==> src/rtl/br_resolve_queue_if.sv <==
// Purpose: bundles the fetch-allocate, execute-resolve, redirect and predictor-training
//          signals of br_resolve_queue so that one port carries the whole bus.
// Modports:
//   master - fetch/execute side: drives alloc_* and res_*, observes status/redirect/ex_*
//   slave  - the queue itself
// Signals:
//   alloc_valid_i/pc_i/is_cond_i/pred_taken_i/pred_target_i : allocation request + prediction
//   alloc_ready_o, alloc_tag_o                               : space available, granted tag
//   res_valid_i/tag_i/taken_i/target_i                       : out-of-order resolution
//   mispred_o, redirect_pc_o                                 : one-cycle redirect pulse
//   ex_is_br_o/is_cond_o/is_taken_o/pc_o/br_target_o         : in-order predictor training
//   count_o                                                  : occupied entries
interface br_resolve_queue_if #(
    parameter int unsigned DEPTH = 8,
    parameter int unsigned TAG_W = 3
);
    logic             alloc_valid_i;
    logic [63:0]      alloc_pc_i;
    logic             alloc_is_cond_i;
    logic             alloc_pred_taken_i;
    logic [63:0]      alloc_pred_target_i;
    logic             alloc_ready_o;
    logic [TAG_W-1:0] alloc_tag_o;
    logic             res_valid_i;
    logic [TAG_W-1:0] res_tag_i;
    logic             res_taken_i;
    logic [63:0]      res_target_i;
    logic             mispred_o;
    logic [63:0]      redirect_pc_o;
    logic             ex_is_br_o;
    logic             ex_is_cond_o;
    logic             ex_is_taken_o;
    logic [63:0]      ex_pc_o;
    logic [63:0]      ex_br_target_o;
    logic [TAG_W:0]   count_o;

    modport master (
        output alloc_valid_i, alloc_pc_i, alloc_is_cond_i, alloc_pred_taken_i,
               alloc_pred_target_i, res_valid_i, res_tag_i, res_taken_i, res_target_i,
        input  alloc_ready_o, alloc_tag_o, mispred_o, redirect_pc_o, ex_is_br_o,
               ex_is_cond_o, ex_is_taken_o, ex_pc_o, ex_br_target_o, count_o
    );

    modport slave (
        input  alloc_valid_i, alloc_pc_i, alloc_is_cond_i, alloc_pred_taken_i,
               alloc_pred_target_i, res_valid_i, res_tag_i, res_taken_i, res_target_i,
        output alloc_ready_o, alloc_tag_o, mispred_o, redirect_pc_o, ex_is_br_o,
               ex_is_cond_o, ex_is_taken_o, ex_pc_o, ex_br_target_o, count_o
    );
endinterface

==> src/rtl/br_resolve_queue.sv <==
// Purpose: in-order queue of in-flight predicted branches. Fetch allocates at the tail,
//          execute resolves by tag in any order, a mispredict pulses a redirect and squashes
//          all younger entries, and resolved entries retire in order from the head to train
//          the branch predictor through the ex_* outputs.
// Ports:
//   clk  - clock
//   rst  - asynchronous active-high reset
//   bus  - br_resolve_queue_if.slave (allocate / resolve / redirect / train / count)
module br_resolve_queue #(
    parameter int unsigned DEPTH = 8,
    parameter int unsigned TAG_W = 3
) (
    input logic               clk,
    input logic               rst,
    br_resolve_queue_if.slave bus
);

    localparam int unsigned CW = TAG_W + 1;
    localparam logic [CW-1:0] FullCnt = CW'(DEPTH);

    // Pointers and occupancy
    logic [TAG_W-1:0] r_head;
    logic [TAG_W-1:0] r_tail;
    logic [CW-1:0]    r_count;

    // Per-entry control (reset) and payload (not reset; only read while valid)
    logic [DEPTH-1:0] r_valid;
    logic [DEPTH-1:0] r_resolved;
    logic [63:0]      r_pc          [DEPTH];
    logic             r_is_cond     [DEPTH];
    logic             r_pred_taken  [DEPTH];
    logic [63:0]      r_pred_target [DEPTH];
    logic             r_act_taken   [DEPTH];
    logic [63:0]      r_act_target  [DEPTH];

    // Registered outputs
    logic             r_mispred;
    logic [63:0]      r_redirect_pc;
    logic             r_ex_is_br;
    logic             r_ex_is_cond;
    logic             r_ex_is_taken;
    logic [63:0]      r_ex_pc;
    logic [63:0]      r_ex_br_target;

    logic             w_alloc_ready;
    logic             w_alloc;
    logic             w_res_hit;
    logic             w_mispred;
    logic             w_retire;
    logic [TAG_W-1:0] w_res_off;
    logic [63:0]      w_redirect_pc;
    logic [DEPTH-1:0] w_flush;
    logic [DEPTH-1:0] w_valid_d;
    logic [DEPTH-1:0] w_resolved_d;
    logic [CW-1:0]    w_count_d;
    logic [TAG_W-1:0] w_tail_d;

    // Ready depends only on the registered count: a full queue never sees a same-cycle
    // retire freeing a slot.
    assign w_alloc_ready = (r_count < FullCnt);

    assign w_res_hit = bus.res_valid_i && r_valid[bus.res_tag_i] && !r_resolved[bus.res_tag_i];
    assign w_mispred = w_res_hit &&
                       ((r_pred_taken[bus.res_tag_i] != bus.res_taken_i) ||
                        (bus.res_taken_i && (r_pred_target[bus.res_tag_i] != bus.res_target_i)));
    assign w_retire  = r_valid[r_head] && r_resolved[r_head];
    // Flush wins over a same-cycle allocation.
    assign w_alloc   = bus.alloc_valid_i && w_alloc_ready && !w_mispred;

    // Age of the resolving entry relative to the head (0 = oldest).
    assign w_res_off = bus.res_tag_i - r_head;

    assign w_redirect_pc = bus.res_taken_i ? bus.res_target_i
                                           : (r_pc[bus.res_tag_i] + 64'd4);

    always_comb begin
        w_flush = '0;
        for (int unsigned i = 0; i < DEPTH; i++) begin
            // Younger than the mispredicting entry = larger age from head.
            if (w_mispred && ((TAG_W'(i) - r_head) > w_res_off)) begin
                w_flush[i] = 1'b1;
            end
        end
    end

    always_comb begin
        w_valid_d    = r_valid & ~w_flush;
        w_resolved_d = r_resolved;
        if (w_res_hit) begin
            w_resolved_d[bus.res_tag_i] = 1'b1;
        end
        if (w_retire) begin
            w_valid_d[r_head]    = 1'b0;
            w_resolved_d[r_head] = 1'b0;
        end
        if (w_alloc) begin
            w_valid_d[r_tail]    = 1'b1;
            w_resolved_d[r_tail] = 1'b0;
        end
    end

    always_comb begin
        w_tail_d  = r_tail;
        w_count_d = r_count + CW'(w_alloc) - CW'(w_retire);
        if (w_mispred) begin
            w_tail_d  = bus.res_tag_i + TAG_W'(1);
            w_count_d = CW'(w_res_off) + CW'(1) - CW'(w_retire);
        end else if (w_alloc) begin
            w_tail_d  = r_tail + TAG_W'(1);
        end
    end

    always_ff @(posedge clk or posedge rst) begin
        if (rst) begin
            r_head         <= '0;
            r_tail         <= '0;
            r_count        <= '0;
            r_valid        <= '0;
            r_resolved     <= '0;
            r_mispred      <= 1'b0;
            r_redirect_pc  <= '0;
            r_ex_is_br     <= 1'b0;
            r_ex_is_cond   <= 1'b0;
            r_ex_is_taken  <= 1'b0;
            r_ex_pc        <= '0;
            r_ex_br_target <= '0;
        end else begin
            r_head     <= w_retire ? r_head + TAG_W'(1) : r_head;
            r_tail     <= w_tail_d;
            r_count    <= w_count_d;
            r_valid    <= w_valid_d;
            r_resolved <= w_resolved_d;
            r_mispred  <= w_mispred;
            if (w_mispred) begin
                r_redirect_pc <= w_redirect_pc;
            end
            r_ex_is_br <= w_retire;
            if (w_retire) begin
                r_ex_is_cond   <= r_is_cond[r_head];
                r_ex_is_taken  <= r_act_taken[r_head];
                r_ex_pc        <= r_pc[r_head];
                r_ex_br_target <= r_act_target[r_head];
            end
        end
    end

    always_ff @(posedge clk) begin
        if (w_alloc) begin
            r_pc[r_tail]          <= bus.alloc_pc_i;
            r_is_cond[r_tail]     <= bus.alloc_is_cond_i;
            r_pred_taken[r_tail]  <= bus.alloc_pred_taken_i;
            r_pred_target[r_tail] <= bus.alloc_pred_target_i;
        end
        if (w_res_hit) begin
            r_act_taken[bus.res_tag_i]  <= bus.res_taken_i;
            r_act_target[bus.res_tag_i] <= bus.res_target_i;
        end
    end

    assign bus.alloc_ready_o  = w_alloc_ready;
    assign bus.alloc_tag_o    = r_tail;
    assign bus.mispred_o      = r_mispred;
    assign bus.redirect_pc_o  = r_redirect_pc;
    assign bus.ex_is_br_o     = r_ex_is_br;
    assign bus.ex_is_cond_o   = r_ex_is_cond;
    assign bus.ex_is_taken_o  = r_ex_is_taken;
    assign bus.ex_pc_o        = r_ex_pc;
    assign bus.ex_br_target_o = r_ex_br_target;
    assign bus.count_o        = r_count;

endmodule

==> src/flat_wrapper.sv <==
// flat-port wrapper written by rule: the top's interface ports become plain ports
module br_resolve_queue_flat 
#(
    parameter int unsigned DEPTH = 8,
    parameter int unsigned TAG_W = 3
)
  (clk, rst, bus_alloc_valid_i, bus_alloc_pc_i, bus_alloc_is_cond_i, bus_alloc_pred_taken_i, bus_alloc_pred_target_i, bus_res_valid_i, bus_res_tag_i, bus_res_taken_i, bus_res_target_i, bus_alloc_ready_o, bus_alloc_tag_o, bus_mispred_o, bus_redirect_pc_o, bus_ex_is_br_o, bus_ex_is_cond_o, bus_ex_is_taken_o, bus_ex_pc_o, bus_ex_br_target_o, bus_count_o);
  br_resolve_queue_if #(.DEPTH(DEPTH), .TAG_W(TAG_W)) bus_i ();
  input logic clk;
  input logic rst;
  input wire logic [$bits(bus_i.alloc_valid_i)-1:0] bus_alloc_valid_i;
  input wire logic [$bits(bus_i.alloc_pc_i)-1:0] bus_alloc_pc_i;
  input wire logic [$bits(bus_i.alloc_is_cond_i)-1:0] bus_alloc_is_cond_i;
  input wire logic [$bits(bus_i.alloc_pred_taken_i)-1:0] bus_alloc_pred_taken_i;
  input wire logic [$bits(bus_i.alloc_pred_target_i)-1:0] bus_alloc_pred_target_i;
  input wire logic [$bits(bus_i.res_valid_i)-1:0] bus_res_valid_i;
  input wire logic [$bits(bus_i.res_tag_i)-1:0] bus_res_tag_i;
  input wire logic [$bits(bus_i.res_taken_i)-1:0] bus_res_taken_i;
  input wire logic [$bits(bus_i.res_target_i)-1:0] bus_res_target_i;
  output wire logic [$bits(bus_i.alloc_ready_o)-1:0] bus_alloc_ready_o;
  output wire logic [$bits(bus_i.alloc_tag_o)-1:0] bus_alloc_tag_o;
  output wire logic [$bits(bus_i.mispred_o)-1:0] bus_mispred_o;
  output wire logic [$bits(bus_i.redirect_pc_o)-1:0] bus_redirect_pc_o;
  output wire logic [$bits(bus_i.ex_is_br_o)-1:0] bus_ex_is_br_o;
  output wire logic [$bits(bus_i.ex_is_cond_o)-1:0] bus_ex_is_cond_o;
  output wire logic [$bits(bus_i.ex_is_taken_o)-1:0] bus_ex_is_taken_o;
  output wire logic [$bits(bus_i.ex_pc_o)-1:0] bus_ex_pc_o;
  output wire logic [$bits(bus_i.ex_br_target_o)-1:0] bus_ex_br_target_o;
  output wire logic [$bits(bus_i.count_o)-1:0] bus_count_o;
  assign bus_i.alloc_valid_i = bus_alloc_valid_i;
  assign bus_i.alloc_pc_i = bus_alloc_pc_i;
  assign bus_i.alloc_is_cond_i = bus_alloc_is_cond_i;
  assign bus_i.alloc_pred_taken_i = bus_alloc_pred_taken_i;
  assign bus_i.alloc_pred_target_i = bus_alloc_pred_target_i;
  assign bus_i.res_valid_i = bus_res_valid_i;
  assign bus_i.res_tag_i = bus_res_tag_i;
  assign bus_i.res_taken_i = bus_res_taken_i;
  assign bus_i.res_target_i = bus_res_target_i;
  assign bus_alloc_ready_o = bus_i.alloc_ready_o;
  assign bus_alloc_tag_o = bus_i.alloc_tag_o;
  assign bus_mispred_o = bus_i.mispred_o;
  assign bus_redirect_pc_o = bus_i.redirect_pc_o;
  assign bus_ex_is_br_o = bus_i.ex_is_br_o;
  assign bus_ex_is_cond_o = bus_i.ex_is_cond_o;
  assign bus_ex_is_taken_o = bus_i.ex_is_taken_o;
  assign bus_ex_pc_o = bus_i.ex_pc_o;
  assign bus_ex_br_target_o = bus_i.ex_br_target_o;
  assign bus_count_o = bus_i.count_o;
  br_resolve_queue #(.DEPTH(DEPTH), .TAG_W(TAG_W)) u_core (.clk(clk), .rst(rst), .bus(bus_i));
endmodule
==> config.mk <==
export PLATFORM = sky130hd
export DESIGN_NAME = br_resolve_queue_flat
export DESIGN_NICKNAME = d
export VERILOG_FILES = /design/src/rtl/br_resolve_queue_if.sv /design/src/rtl/br_resolve_queue.sv /design/src/flat_wrapper.sv
export SDC_FILE = /design/constraint.sdc
export NUM_CORES = 2
export LEC_CHECK = 0
export CAP_MARGIN = 10
export CORE_UTILIZATION = 51
export DETAILED_ROUTE_END_ITERATION = 12
export DONT_BUFFER_PORTS = 1
export PLACE_DENSITY = 0.66
export SLEW_MARGIN = 15
export SYNTH_ARGS = -nofsm -noshare
export SYNTH_HDL_FRONTEND = slang
export SYNTH_SLANG_ARGS = --single-unit
==> constraint.sdc <==
create_clock -name clk -period 16 [get_ports clk]
set_clock_uncertainty 0.1 [all_clocks]
set_input_delay 2.4 -clock clk [delete_from_list [all_inputs] [get_ports clk]]
set_output_delay 2.4 -clock clk [all_outputs]
set_load 0.01 [all_outputs]
* Word-level counts from Yosys, hierarchy flattened *
Memory sizes are Yosys's and may differ from the RTL's. A register that Yosys moved wholly into a read port is not among the register bits.
Index checks and enable logic that the tools add are counted.

storage, ports and cells
  register bits = 92
  latch bits = 0
  memory bits (writable) = 1560
  ROM bits = 0
  bits of input ports = 202
  output and inout bits = 204
  memories kept = 6

memory list
  memory                depth  bits a word  rd ports  clocked after Yosys merged registers in  wr ports  line                    source
  u_core.r_act_target   8      64           1         1                                        1         br_resolve_queue.sv:34  logic [63:0] r_act_target [DEPTH];
  u_core.r_pc           8      64           2         1                                        1         br_resolve_queue.sv:29  logic [63:0] r_pc [DEPTH];
  u_core.r_pred_target  8      64           1         0                                        1         br_resolve_queue.sv:32  logic [63:0] r_pred_target [DEPTH];
  u_core.r_act_taken    8      1            1         1                                        1         br_resolve_queue.sv:33  logic r_act_taken [DEPTH];
  u_core.r_is_cond      8      1            1         1                                        1         br_resolve_queue.sv:30  logic r_is_cond [DEPTH];
  u_core.r_pred_taken   8      1            1         0                                        1         br_resolve_queue.sv:31  logic r_pred_taken [DEPTH];

operators by class
  add/sub/neg operators = 17
  $mul = 0
  div/mod/pow operators = 0
  $lt $le $gt $ge = 15
  equal/unequal tests = 2
  shifts and indexed selects = 0
  muxes and demuxes = 35
  bitwise operators = 9
  reduce and logical (&&, ||, !) cells = 22

operators by type and width
  kind                                                                          number
  64-bit by 3-bit adder with 64-bit output, second input constant               1
  64-bit 2-to-1 mux                                                             1
  64-bit != test                                                                1
  8-bit 2-to-1 mux                                                              5
  8-bit AND                                                                     4
  3-bit > comparator                                                            8
  8-bit NOT                                                                     3
  1-bit 2-to-1 mux                                                              19
  1-bit logical AND                                                             18
  8-bit OR                                                                      2
  1-bit binary-select mux with 3-bit select                                     4
  3-bit by 4-bit less-than comparator with 1-bit output, second input constant  3
  3-bit subtractor, first input constant                                        4
  3-bit by 1-bit adder with 3-bit output, second input constant                 3
  1-bit demux with 3-bit select                                                 3
  3-bit by 1-bit >= comparator with 1-bit output, second input constant         3
  4-bit by 1-bit subtractor with 4-bit output                                   2
  3-bit 2-to-1 mux                                                              2
  1-bit by 3-bit subtractor with 3-bit output, first input constant             2
  2-bit by 3-bit subtractor with 3-bit output, first input constant             2
  3-bit by 1-bit adder with 4-bit output, second input constant                 1
  4-bit by 1-bit adder with 4-bit output                                        1
  4-bit less-than comparator, second input constant                             1
  4-bit 2-to-1 mux                                                              1
  other kinds (5)                                                               6

* Logic depth before layout (Yosys ltp) *
  depth after elaboration = 13
  gate-level depth with buffers = 25
  mapped depth without buffers = 14

* Least setup slack after synthesis *
Ideal clock, no wire load.

  kind = input to register
  from = input bus_res_tag_i[0]
  to = memory u_core.r_is_cond[5], enable pin
  setup time = 778 ps
  data arrival time = 14250 ps
  path slack = 872 ps
  stages = 16
  buffers on the path = 8
  cells stage by stage = buf_6 buf_12 buf_6 buf_12 buf_12 buf_12 mux4_2 mux2i_1 o22ai_1 a2111o_1 nor4_4 nand4_4 and2_1 buf_6 clkbuf_1 nor3_1

between the ends
  word-level cells in the longest chain between the ends = 9
  elaborated cells on any way between the ends = 18
  classes of those cells = 2 x eq/ne; 6 x mux; 8 x reduce/logical; 2 x memory

ends and longest elaborated chain
  what                                                                                        line                                            source
  from (decl)                                                                                 flat_wrapper.sv:17                              input wire logic [$bits(bus_i.res_tag_i)-1:0] bus_res_tag_i;
  memory read 8 x 64 bit / 1-bit binary-select mux with 3-bit select (equally long branches)  --
  64-bit != test / 1-bit 2-to-1 mux (equally long branches)                                   br_resolve_queue.sv:65, br_resolve_queue.sv:62
  1-bit logical AND (tied with other cells)                                                   br_resolve_queue.sv:65                          (bus.res_taken_i && (r_pred_target[bus.res_tag_i] != bus.res_target_i)));
  1-bit logical OR / 1-bit logical AND (equally long branches)                                br_resolve_queue.sv:64, br_resolve_queue.sv:62
  1-bit logical AND (*)                                                                       br_resolve_queue.sv:63                          assign w_mispred = w_res_hit &&
  1-bit logical NOT (*)                                                                       br_resolve_queue.sv:68                          assign w_alloc = bus.alloc_valid_i && w_alloc_ready && !w_mispred;
  1-bit logical AND (*)                                                                       br_resolve_queue.sv:68
  1-bit 2-to-1 mux (*)                                                                        br_resolve_queue.sv:148                         if (w_alloc) begin
  1-bit 2-to-1 mux (not written as such) (*)                                                  br_resolve_queue.sv:150                         r_is_cond[r_tail] <= bus.alloc_is_cond_i;
  to (decl)                                                                                   br_resolve_queue.sv:30

Mark *: on every way between the ends. The rest lies on a longest branch, timed or not. The select of a mux whose other input is x is not followed.

* Worst setup path in the final report *
  from = input bus_res_tag_i[2]
  to = memory u_core.r_pred_target[5][4], enable pin

between the ends
  word-level cells in the longest chain between the ends = 9
  elaborated cells on any way between the ends = 18
  classes of those cells = 2 x eq/ne; 6 x mux; 8 x reduce/logical; 2 x memory

ends and longest elaborated chain
  what                                                                                        line                                            source
  memory read 8 x 64 bit / 1-bit binary-select mux with 3-bit select (equally long branches)  --
  64-bit != test / 1-bit 2-to-1 mux (equally long branches)                                   br_resolve_queue.sv:65, br_resolve_queue.sv:62
  1-bit logical AND (tied with other cells)                                                   br_resolve_queue.sv:65
  1-bit logical OR / 1-bit logical AND (equally long branches)                                br_resolve_queue.sv:64, br_resolve_queue.sv:62
  1-bit logical AND (*)                                                                       br_resolve_queue.sv:63
  1-bit logical NOT (*)                                                                       br_resolve_queue.sv:68
  1-bit logical AND (*)                                                                       br_resolve_queue.sv:68
  1-bit 2-to-1 mux (*)                                                                        br_resolve_queue.sv:148
  1-bit 2-to-1 mux (not written as such) (*)                                                  br_resolve_queue.sv:152                         r_pred_target[r_tail] <= bus.alloc_pred_target_i;
  to (decl)                                                                                   br_resolve_queue.sv:32

Marks and branches as above.

==> results.yml <==
status:
  status: "finished with violations"
  violations: "max-slew violations"
clocking:
  cts-hold-fix-buffers: 0
  cts_max_level: 4
  clock-sinks: 1782
  root_buffer: "clkbuf_16"
  clkTransAtPathRegs_ps: 60
  insertion_delay_ps: 840
  cts_resized: 0
  clock_path_buffers: 3
  numCtsBuffers: 180
  cts_setup_buffers: 0
  cts_tree: "yes"
yosys:
  ys.warnings.count: 0
  seq_area_frac_synth_pct: 69.8
  synth_edf_count: 1560
  syn_area_sq_mm: 0.0750
  avgSynthCellArea_sq_um: 17.2
  ys.flop_type: "edfxtp_1"
  syn_nets: 4605
  ys_ff_latch: 1782
  synth-async-reset-ratio_pct: 12.5
  syn_inst: 4370
  ys_types: 103
sta:
  period_needed_ps: 9420
  max_freq_mhz: 106
  fin_setup_tns_ps: 0
  grt_setup_unrepaired: "false"
  hold_viol_final: 0
  worstMarginPinSlew_ps: 2270
  setup_viol: 0
  drv_slew: 174
  post-route-period-util_pct: 58.9
  relSlewSlack_pct: -51.4
worst_setup_path:
  worst-r2r-setup-slack_ps: 9730
  cp.arrival_ps: 9750
  crit_chain: "nor2b_2 > buf_4 > o2bb2ai_1 > o21ai_0 > a22oi_1 > nand4_1 > nor4_2 > nand4_4 > buf_4 > and2_4 > nor3_2 > buf_4 > buf_4"
  worst-path-max-fanout: 323
  cp-end-kind: "register"
  crit_type: "input pin to register"
  cpMaxStageDelayCell: "nor2b_2"
  r2r_start: "u_core.r_pred_target[4][26]"
  cpMostUsedCell: "buf_4"
  worstPathRequired_ps: 16330
  cp_slowest_stage_delay_ps: 1210
  rr_endpoint: "u_core.r_pred_target[5][4]"
  r2r_cells: 12
  start_kind: "input pin"
route:
  drt_iter0_drc: 5194
  wl_per_cell_um: 34.8
  drc: 0
  first_pass_iters: 6
  via_count: 42335
  drt_wl_total_um: 224000
  ant_nets: 0
  viasPerCell: 6.60
worst_hold_path:
  hp-class: "register to register"
  holdPathStages: 1
  whs_endpoint: "u_core.r_valid[4]"
  hp-start: "u_core.r_valid[4]"
grt:
  grt_pass1_wl_um: 313000
  track_usage_pct: 30.0
  antenna_found_initial: 17
  met2_usage_pct: 44.2
  grt_max_degree: 324
  use_met1_pct: 40.1
  gr-max-usage-layer: "met2"
  grt_pass1_vias: 41311
  grt-ovfl-total: 0
  met3_usage_pct: 11.5
floorplan:
  rows: 140
  die_w_um: 386
  core_sq_mm: 0.146
  fp.dieH_um: 386
  die-area_sq_mm: 0.149
  initial_core_util_pct: 51.4
  num_io_pins: 406
cells_and_area:
  area_growth_pct: 10.5
  drive_gt1_share_pct: 19.6
  multiInputGateArea_sq_mm: 0.0211
  seq_area_sq_mm: 0.0524
  fin_nets: 4572
  fillers: 10990
  final_core_util_pct: 56.8
placed_design:
  gp_congestion: 0.900
  dp_hpwl_um: 135000
  port_buffers: 0
power:
  p_leak_nw: 27.4
  ir_worst_vdd_uv: 171
  p_per_area_mw_per_mm2: 166
job:
  cap_violations: 0
worst max path at each step:
stage                                              to              from  slack [ps]
after floorplan                   u_core.r_is_cond[5]  bus_res_tag_i[0]         870
after global placement    u_core.r_pred_target[5][48]  bus_res_tag_i[1]        7070
after detailed placement           u_core.r_pc[5][54]  bus_res_tag_i[1]        6980
after CTS                  u_core.r_pred_target[5][3]  bus_res_tag_i[1]        7820
after global routing               u_core.r_pc[5][54]  bus_res_tag_i[2]        7270
final                      u_core.r_pred_target[5][4]  bus_res_tag_i[2]        6580
synthesized netlist by cell type (31+ instances only):
cell type	count	area, sq um
nor3_1	34	170
a221oi_1	46	403
buf_1	46	173
a21oi_1	65	325
inv_1	33	124
mux2_4	44	661
a22oi_1	64	480
clkbuf_1	142	533
xnor2_1	62	543
o21ai_0	67	335
dfrtp_1	222	5560
mux2i_1	187	1870
ha_1	31	388
edfxtp_1	1560	46800
a31oi_1	167	1040
xor2_1	31	272
mux2_2	72	811
o22ai_1	42	263
buf_2	40	200
nand2_1	404	1520
mux4_2	353	7950
nand3_1	52	260
nor2_1	193	724
sequential cells by signal (all words and copies together) (netlist names), 4 cells and up:
register / cells
u_core.bus.count_o: 4
u_core.bus.ex_br_target_o: 64
u_core.bus.ex_pc_o: 64
u_core.bus.redirect_pc_o: 64
u_core.r_act_taken: 8
u_core.r_act_target: 512
u_core.r_is_cond: 8
u_core.r_pc: 512
u_core.r_pred_taken: 8
u_core.r_pred_target: 512
u_core.r_resolved: 8
u_core.r_valid: 8
layer usage:
layer | routed length (um) | up-vias
li1 | - | 17460
met2 | 99700 | 2362
met4 | 9860 | 6
met5 | 38 | -
met3 | 29600 | 422
met1 | 84300 | 22085
critical path, delay by kind of cell:
kind | cells | cell delay, ps
buf+inv | 4 | 2160
simple gates | 6 | 3540
compound gates | 3 | 480
metrics by stage:
step / total power, mW / area [sq um] / worst slack (ps) / hold slack [ps] / cells
2_1_floorplan: 8.50 / 75000 / 872 / 412 / 4370
3_3_place_gp: 9.41 / 76700 / 7070 / 439 / 6072
3_5_place_dp: 9.47 / 76700 / 6980 / 452 / 6072
4_1_cts: 13.8 / 82900 / 7820 / 466 / 6412
5_1_grt: 14.3 / 82900 / 7270 / 478 / 6413
6_report: 13.8 / 82900 / 6580 / 462 / 6419
logic make-up (layout without fill, tap and decap cells):
family                     after synthesis  count (layout)  synth area share (%)
DFF                                   1782            1782                  69.8
xor gates and xnor gates                93              93                  1.09
muxes                                  663             663                  15.2
other                                    0               7                     0
AOI/OAI and AO/OA                      611             611                  5.67
buffers and inverters                  324             449                  2.24
adders and majority gates               33              33                 0.570
and+or+nand+nor                        864             864                  5.41
cell usage in the layout, fill, tap and decap left out, types with 44 or more instances in the layout:
cell / netlist / layout
edfxtp_1: 1560 / 1560
nand2_1: 404 / 404
mux4_2: 353 / 353
dfrtp_1: 222 / 219
nor2_1: 193 / 188
mux2i_1: 187 / 187
clkbuf_16: 0 / 182
a31oi_1: 167 / 167
mux2_2: 72 / 72
o21ai_0: 67 / 67
a21oi_1: 65 / 65
buf_4: 22 / 65
a22oi_1: 64 / 64
xnor2_1: 62 / 62
nand3_1: 52 / 52
a221oi_1: 46 / 46
clkbuf_1: 142 / 46
mux2_4: 44 / 44
report_power, final:
part           total (mW)  switching (mW)  internal, mW
Sequential           6.39           0.723          5.67
Clock                4.40            1.85          2.54
Combinational        3.00            1.71          1.29
layout make-up:
class	instances	area share [%]
multi-input cells	2264	25.4
repair buffers	71	0.733
clock buffers	253	6.12
inverters	38	0.199
flip-flops and latches	1782	63.2
diodes	7	0.0211
clock inverters	87	1.42
well taps	1917	2.89
No activity file was read; power rests on OpenSTA's default activity.
